File: config.mk
export PLATFORM = sky130hd
export DESIGN_NAME = page_table_walker
export DESIGN_NICKNAME = d
export VERILOG_FILES = /design/src/rtl/page_table_walker_pkg.sv /design/src/rtl/page_table_walker_rr_arbiter.sv /design/src/rtl/page_table_walker.sv
export SDC_FILE = /design/constraint.sdc
export NUM_CORES = 1
export LEC_CHECK = 0
export BUFFER_PORTS_ARGS = -buffer_cell sky130_fd_sc_hd__buf_2
export CAP_MARGIN = 20
export CORE_UTILIZATION = 37
export CTS_BUF_LIST = sky130_fd_sc_hd__clkbuf_8
export DETAILED_ROUTE_END_ITERATION = 8
export GPL_ROUTABILITY_DRIVEN = 0
export PLACE_DENSITY_LB_ADDON = 0.15
export SYNTH_ARGS = -nofsm -noshare
export SYNTH_HDL_FRONTEND = slang
export SYNTH_SLANG_ARGS = --single-unit
export TNS_END_PERCENT = 30
File: constraint.sdc
create_clock -name clk -period 7.84 [get_ports clk]
set_input_delay 1.96 -clock clk [delete_from_list [all_inputs] [get_ports clk]]
set_output_delay 1.96 -clock clk [all_outputs]
set_load 0.01 [all_outputs]
File: src/rtl/page_table_walker_pkg.sv
// Shared types and helpers for the Sv39 page-table walker.
package page_table_walker_pkg;

  localparam int unsigned SV39_LEVELS = 3;
  localparam int unsigned PTE_BYTES   = 8;
  localparam int unsigned PTE_SHIFT   = $clog2(PTE_BYTES);

  typedef struct packed {
    logic [9:0]  rsvd;
    logic [43:0] ppn;
    logic [1:0]  rsw;
    logic        d;
    logic        a;
    logic        g;
    logic        u;
    logic        x;
    logic        w;
    logic        r;
    logic        v;
  } pte_t;

  typedef enum logic [2:0] {
    PTW_IDLE,
    PTW_REQ,
    PTW_WAIT,
    PTW_DONE,
    PTW_DRAIN
  } ptw_state_e;

  typedef enum logic {
    REQ_IF,
    REQ_MEM
  } req_id_e;

  // Superpage leaves take their low PPN bits from the VPN.
  function automatic logic [43:0] compose_ppn(input logic [43:0] ppn,
                                              input logic [26:0] vpn,
                                              input logic [1:0]  lvl);
    case (lvl)
      2'd2:    compose_ppn = {ppn[43:18], vpn[17:0]};
      2'd1:    compose_ppn = {ppn[43:9],  vpn[8:0]};
      default: compose_ppn = ppn;
    endcase
  endfunction

  function automatic logic misaligned(input logic [43:0] ppn, input logic [1:0] lvl);
    case (lvl)
      2'd2:    misaligned = |ppn[17:0];
      2'd1:    misaligned = |ppn[8:0];
      default: misaligned = 1'b0;
    endcase
  endfunction

endpackage

File: src/rtl/page_table_walker_rr_arbiter.sv
// Two-way round-robin grant between the fetch and data requesters.
module ptw_rr_arbiter
  import page_table_walker_pkg::*;
(
  input  logic clk,
  input  logic rst,
  input  logic en,
  input  logic if_valid,
  input  logic mem_valid,
  output logic if_grant,
  output logic mem_grant
);

  req_id_e last;
  logic    both;

  // A requester is only held off when the other one is also asking and is due.
  always_comb begin
    both      = if_valid & mem_valid;
    if_grant  = en & ~(both & (last == REQ_IF));
    mem_grant = en & ~(both & (last == REQ_MEM));
  end

  always_ff @(posedge clk or posedge rst) begin
    if (rst) begin
      last <= REQ_MEM;
    end else if (if_valid & if_grant) begin
      last <= REQ_IF;
    end else if (mem_valid & mem_grant) begin
      last <= REQ_MEM;
    end
  end

endmodule

File: src/rtl/page_table_walker.sv
// Sv39 page-table walker: arbitrates IF/MEM misses and walks three levels
// through a single read port, returning the leaf PTE and composed PPN.
module page_table_walker
  import page_table_walker_pkg::*;
#(
  parameter int unsigned PA_W  = 56,
  parameter int unsigned PPN_W = 44,
  parameter int unsigned VPN_W = 27
) (
  input  logic             clk,
  input  logic             rst,
  input  logic [PPN_W-1:0] satp_ppn,
  input  logic             flush,
  input  logic             if_req_valid,
  input  logic [VPN_W-1:0] if_req_vpn,
  output logic             if_req_ready,
  input  logic             mem_req_valid,
  input  logic [VPN_W-1:0] mem_req_vpn,
  output logic             mem_req_ready,
  output logic             if_resp_valid,
  output logic             mem_resp_valid,
  output logic [63:0]      resp_pte,
  output logic [PPN_W-1:0] resp_ppn,
  output logic [1:0]       resp_level,
  output logic             resp_fault,
  output logic             rd_valid,
  output logic [63:0]      rd_addr,
  input  logic             rd_ready,
  input  logic             rd_data_valid,
  input  logic [63:0]      rd_data
);

  ptw_state_e       state, state_nxt;
  logic [VPN_W-1:0] vpn;
  logic [PPN_W-1:0] a_ppn;
  logic [1:0]       lvl;
  req_id_e          owner;

  pte_t       pte;
  logic       pte_leaf, pte_fault, pte_descend;
  logic [8:0] vpn_idx;
  logic       if_fire, mem_fire, accept, pte_take;

  ptw_rr_arbiter u_arb (
    .clk       (clk),
    .rst       (rst),
    .en        ((state == PTW_IDLE) & ~flush),
    .if_valid  (if_req_valid),
    .mem_valid (mem_req_valid),
    .if_grant  (if_req_ready),
    .mem_grant (mem_req_ready)
  );

  always_comb begin
    if_fire  = if_req_valid & if_req_ready;
    mem_fire = mem_req_valid & mem_req_ready;
    accept   = if_fire | mem_fire;
    pte_take = (state == PTW_WAIT) & rd_data_valid & ~flush;
  end

  always_comb begin
    pte         = pte_t'(rd_data);
    pte_leaf    = pte.r | pte.x;
    pte_fault   = ~pte.v | (~pte.r & pte.w)
                | (pte_leaf & misaligned(pte.ppn, lvl))
                | (~pte_leaf & (lvl == 2'd0));
    pte_descend = ~pte_fault & ~pte_leaf;
  end

  always_comb begin
    case (lvl)
      2'd2:    vpn_idx = vpn[26:18];
      2'd1:    vpn_idx = vpn[17:9];
      default: vpn_idx = vpn[8:0];
    endcase
  end

  always_ff @(posedge clk or posedge rst) begin
    if (rst) begin
      state <= PTW_IDLE;
    end else begin
      state <= state_nxt;
    end
  end

  // Flush coinciding with returning data needs no drain: that read is already consumed.
  always_comb begin
    state_nxt = state;
    unique case (state)
      PTW_IDLE: begin
        if (accept) state_nxt = PTW_REQ;
      end
      PTW_REQ: begin
        if (rd_ready)   state_nxt = flush ? PTW_DRAIN : PTW_WAIT;
        else if (flush) state_nxt = PTW_IDLE;
      end
      PTW_WAIT: begin
        if (flush)              state_nxt = rd_data_valid ? PTW_IDLE : PTW_DRAIN;
        else if (rd_data_valid) state_nxt = pte_descend ? PTW_REQ : PTW_DONE;
      end
      PTW_DONE: state_nxt = PTW_IDLE;
      PTW_DRAIN: begin
        if (rd_data_valid) state_nxt = PTW_IDLE;
      end
      default: state_nxt = PTW_IDLE;
    endcase
  end

  always_ff @(posedge clk or posedge rst) begin
    if (rst) begin
      vpn        <= '0;
      a_ppn      <= '0;
      lvl        <= '0;
      owner      <= REQ_IF;
      resp_pte   <= '0;
      resp_ppn   <= '0;
      resp_level <= '0;
      resp_fault <= 1'b0;
    end else if (accept) begin
      vpn   <= if_fire ? if_req_vpn : mem_req_vpn;
      a_ppn <= satp_ppn;
      lvl   <= 2'(SV39_LEVELS - 1);
      owner <= if_fire ? REQ_IF : REQ_MEM;
    end else if (pte_take) begin
      if (pte_descend) begin
        a_ppn <= pte.ppn;
        lvl   <= lvl - 2'd1;
      end else begin
        resp_pte   <= pte;
        resp_ppn   <= compose_ppn(pte.ppn, vpn, lvl);
        resp_level <= lvl;
        resp_fault <= pte_fault;
      end
    end
  end

  always_comb begin
    rd_valid       = (state == PTW_REQ);
    rd_addr        = '0;
    if (state == PTW_REQ) begin
      rd_addr[PA_W-1:0] = {a_ppn, vpn_idx, {PTE_SHIFT{1'b0}}};
    end
    if_resp_valid  = (state == PTW_DONE) & ~flush & (owner == REQ_IF);
    mem_resp_valid = (state == PTW_DONE) & ~flush & (owner == REQ_MEM);
  end

endmodule

After elaboration in Yosys (flattened, before gate mapping)
Index checks and enable logic that the tools add are counted.
{"block": "totals", "register_bits": 189, "latchBits": 0, "mem_bits_rw": 0, "romBits": 0, "inputBits": 169, "output_inout_bits": 180, "elab_cells": 88, "memories": 0}
{"block": "classes", "addsub": 1, "multipliers": 0, "n_div": 0, "n_lt_le_gt_ge": 0, "eq_ne": 10, "n_shift": 0, "mux": 24, "n_bitwise": 33, "reduce_logical": 10}
{"op": "two-way mux 44 bit", "count": 3}
{"op": "two-way mux 56 bit", "count": 1}
{"op": "case mux 18 bit (2 select lines)", "count": 1}
{"op": "two-way mux 27 bit", "count": 1}
{"op": "two-way mux 3 bit", "count": 8}
{"op": "case mux 9 bit (2 select lines)", "count": 1}
{"op": "OR reduction 18 bit", "count": 1}
{"op": "AND 1 bit", "count": 17}
{"op": "case mux 3 bit (4 select lines)", "count": 1}
{"op": "inverter 1 bit", "count": 11}
{"op": "OR reduction 9 bit", "count": 1}
{"op": "two-way mux 2 bit", "count": 4}
{"op": "== test 3 x 2 -> 1 bit, second input constant", "count": 2}
{"op": "nonzero test 2 bit", "count": 3}
{"op": "OR 1 bit", "count": 5}
{"op": "inequality test 2 bit, second input constant", "count": 2}
{"op": "AND reduction 4 bit", "count": 1}
{"op": "== test 3 x 1 -> 1 bit, second input constant", "count": 1}
{"op": "== test 3 bit, second input constant", "count": 1}
{"op": "zero test 3 bit", "count": 1}
{"op": "two-way mux 1 bit", "count": 3}
{"op": "inequality test 3 x 2 -> 1 bit, second input constant", "count": 1}
{"op": "inequality test 3 bit, second input constant", "count": 1}
{"op": "AND reduction 3 bit", "count": 1}
{"op": "other kinds (6)", "count": 6}

Longest topological paths before layout
{"block": "logic_depth", "depth_word": 11, "ltp_mapped": 8, "depth_no_buf": 6}

Cells and area by module
From an unflattened synthesis, not the netlist that was laid out.
{"block": "hier_totals", "hier_cells": 667, "area_unflattened_um2": 8391.8}
{"module": "page_table_walker", "instances": 1, "cells_each": 659, "area_each_um2": 8330.5, "seq_area_each_um2": 4053.9}
{"module": "ptw_rr_arbiter", "instances": 1, "cells_each": 8, "area_each_um2": 61.3, "seq_area_each_um2": 26.3}

Least setup slack after synthesis
No wires, ideal clock.
{"block": "synth_timing", "path_kind": "input to output", "start": "input port flush", "end": "output port mem_req_ready", "t_arrival_ps": 2648, "required_ps": 5880, "slack_ps": 3232, "path_stages": 3, "path_buffers": 0, "cell_sequence": "nor4_2 > inv_1 > a31oi_1"}
{"block": "synth_between", "elab_chain_len": 3}
{"element": "start, declared", "line_no": "page_table_walker.sv:13", "text": "input logic flush,"}
{"element": "inverter 1 bit", "line_no": "page_table_walker.sv:47", "text": ".en ((state == PTW_IDLE) & ~flush),"}
{"element": "AND 1 bit", "line_no": "page_table_walker.sv:47"}
{"element": "AND 1 bit", "line_no": "page_table_walker_rr_arbiter.sv:21", "text": "mem_grant = en & ~(both & (last == REQ_MEM));"}
{"element": "end, declared", "line_no": "page_table_walker.sv:19", "text": "output logic mem_req_ready,"}
Every way passes these cells.

Worst setup path in the final report
Same ends and word-level chain as after synthesis.

==> results.json <==
{
  "fin_worst_skew_ns": 0.0142,
  "synth_cell_types": 44,
  "ctsResizeCount": 0,
  "wirelength_mm": 23.1,
  "grt_use_total_pct": 21.3,
  "htree_levels": 4,
  "crit_fanout": 6,
  "critPathLaunchType": "input pin",
  "yosysMostFrequentCell": "dfrtp_1",
  "synth_area_mm2": 0.00782,
  "synth_cells": 773,
  "layout.nets": 1230,
  "swShare_pct": 38.1,
  "cts_tree": "done",
  "power_mw": 3.39,
  "ys.flop_type": "dfrtp_1",
  "yosys_warnings": 0,
  "grt-ovfl-total": 0,
  "root_buffer": "clkbuf_8",
  "clk_pin_slew_ns": 0.09,
  "p_clk_share_pct": 18.0,
  "vias_per_cell": 4.89,
  "synth-seq-cells": 163,
  "worstSetupPathType": "input pin to output pin",
  "final.period_utilization_pct": 65.1,
  "cp-end-kind": "output pin",
  "status": "complete, no violations",
  "slowest_delay_ns": 0.54,
  "power_switching_mw": 1.29,
  "core_area_mm2": 0.0205,
  "synth_enable_flop_cells": 0,
  "cts_setup_buffers": 0,
  "num_rows": 52,
  "holdBufCountCts": 0,
  "initialDrtViolationCount": 305,
  "post-route-min-period_ns": 5.10,
  "grt_util_met3_pct": 4.51,
  "use_met1_pct": 28.2,
  "grtUsageMet2_pct": 34.7,
  "worstPathArrival_ns": 3.14,
  "grt_start_max_net_pins": 99,
  "power_leakage_nw": 5.36,
  "internal_power_mw": 2.10,
  "seq_area_frac_synth_pct": 52.2,
  "final-max-slew-violation-count": 0,
  "crit_top_cell": "buf_2",
  "yosys.area.top_type": "dfrtp_1",
  "regArea_mm2": 0.00408,
  "die_x_um": 147,
  "cp.required_ns": 5.88,
  "dpl.hpwl_mm": 16.7,
  "rsz0062_at_grt": "false",
  "io_pins": 349,
  "wire_per_inst_um": 17.2,
  "hold_viol_final": 0,
  "ant_nets": 0,
  "seqPwrFrac_pct": 42.1,
  "fin_tns_setup_ns": 0,
  "syn_avg_cell_area_um2": 10.1,
  "slew_headroom_pct": 35.6,
  "die_h_um": 147,
  "share_comb_of_total_power_pct": 39.9,
  "initial_core_util_pct": 38.2,
  "cap_viol_max_count": 0,
  "cts_max_path_buffers": 2,
  "synthTopCellsByArea": "dfrtp_1 (52%), mux2_2 (8.4%), nand2_1 (6.1%)",
  "area_growth_pct": 25.9,
  "clock_sinks": 163,
  "synth_commonest_cells": "dfrtp_1 (162), nand2_1 (128), mux2_2 (58), nor2_1 (58), o21ai_0 (54)",
  "grt_antenna_before_repair": 0,
  "fill_cells": 2037,
  "tightest_slew_ns": 0.966,
  "drt_first_pass_iters": 5,
  "grt_pass1_vias": 6112,
  "n_antenna_cell": 0,
  "max_freq_mhz": 196,
  "synth_top_area_share_pct": 51.8,
  "grt_pass1_wl_mm": 35.4,
  "via_count": 6552,
  "cpLargestDelayFamily": "simple AND/OR/NAND/NOR gates",
  "busiest_layer": "met2",
  "finalSetupViolCount": 0,
  "async_flop_share_pct": 100,
  "peakVddDrop_mv": 0.134,
  "critical_path_buf_inv_count": 3,
  "drive_gt1_share_pct": 41.7,
  "fp.dieArea_mm2": 0.0217,
  "numCtsBuffers": 17,
  "multi_input_area_mm2": 0.00321,
  "portBuffers": 337,
  "drc_errors": 0,
  "min_path_type": "flip-flop to flip-flop",
  "path_cells": "buf_2 > nor4_2 > inv_1 > a31oi_1 > buf_2",
  "clkLatencyLatePin_ns": 0.45,
  "power.density_mw_per_mm2": 344,
  "worst_path_max_delay_cell": "nor4_2"
}
## flip-flops by register name, summed over array words and instances (netlist names)
| register | count |
|---|---|
| vpn | 27 |
| resp_fault | 1 |
| state | 3 |
| u_arb.last | 1 |
| lvl | 2 |
| resp_ppn | 18 |
| resp_pte | 64 |
| resp_level | 2 |
| owner | 1 |
| a_ppn | 44 |
## per-stage QoR
| step | utilization [%] | hold WS [ns] | area [um^2] | setup WS [ns] | std cells |
|---|---|---|---|---|---|
| after CTS | 47.8 | 0.485 | 9800 | 2.75 | 1339 |
| after global placement | 46.0 | 0.451 | 9420 | 2.80 | 1307 |
| after global routing | 48.0 | 0.506 | 9840 | 2.58 | 1341 |
| after floorplan | - | 0.441 | 7860 | 1.48 | 783 |
| final | 48.0 | 0.482 | 9840 | 2.74 | 1341 |
| after detailed placement | 46.0 | 0.465 | 9420 | 2.77 | 1307 |
## final cells by class
type,count,area share [%]
clock buffers,19,2.66
clock inverters,13,1.27
inverters,15,0.623
multi-input cells,516,32.6
flip-flops and latches,163,41.4
well taps,270,3.43
repair buffers,345,18.0
## path summary, 6_finish.rpt
path,startpoint,end,slack [ns],depth (start not counted)
hold reg to reg,resp_ppn[5]$_DFFE_PP0P_,resp_ppn[5]$_DFFE_PP0P_,0.48,2
setup reg to reg,lvl[0]$_DFFE_PP0P_,a_ppn[7]$_DFFE_PP0P_,5.05,7
max in group asynchronous,rst,a_ppn[37]$_DFFE_PP0P_,4.72,3
min in group asynchronous,rst,resp_pte[54]$_DFFE_PP0P_,1.67,2
hold / removal,resp_ppn[5]$_DFFE_PP0P_,resp_ppn[5]$_DFFE_PP0P_,0.48,2
setup / recovery,flush,mem_req_ready,2.74,5
## power groups by stage
stage / Sequential [mW] / Clock [mW] / Combinational (mW)
4_1_cts: 1.43 / 0.629 / 1.37
6_report: 1.43 / 0.611 / 1.35
5_1_grt: 1.48 / 0.663 / 1.49
3_5_place_dp: 1.45 / 0 / 1.37
3_3_place_gp: 1.44 / 0 / 1.35
2_1_floorplan: 1.48 / 0 / 0.808
## placed cells by master, fill, tap and decap left out, types with 2 or more instances in the layout
master,netlist,final
mux2i_1,27,27
nor2_1,58,58
o21ai_0,54,54
clkinv_4,0,3
ha_1,3,3
a31oi_1,39,39
nand3_1,4,3
nor3_1,4,4
dfrtp_1,162,162
nor2b_1,8,8
buf_4,45,6
a21oi_1,10,10
nor4_1,2,2
o21ai_1,3,2
inv_6,0,5
a21o_1,3,3
conb_1,1,11
nand3b_1,2,2
a211oi_1,9,9
a221o_2,2,2
nand2b_1,4,4
buf_12,0,2
nand2_1,128,128
o21a_1,2,2
a22oi_1,18,18
clkinvlp_4,0,4
buf_2,12,337
mux2_2,58,58
inv_1,15,15
a221o_1,4,4
clkbuf_8,0,19
a2bb2oi_1,2,2
a22o_1,3,3
and2_1,46,46
## logic make-up (layout without fill, tap and decap cells)
logic type,Yosys count,after routing,share of synthesized area (%)
compound gates,153,153,12.3
xor+xnor,1,1,0.112
fa+ha+maj,3,3,0.480
buf+inv,104,392,7.63
flops,163,163,52.2
mux,85,85,11.8
other cells,1,11,0.0479
simple gates,263,263,15.4
## routing by layer
layer  part of all wire [%]  wire length [um]
met5                      0                 0
met4                    1.7               397
met3                    5.9              1350
met2                     48             11200
met1                     44             10100
## tightest hold or removal path, stage by stage (launching register included)
cell and delay (ns):
dfrtp_1 0.35, nand2_1 0.04, o21ai_0 0.06
Power figures use the tool's default switching activity.
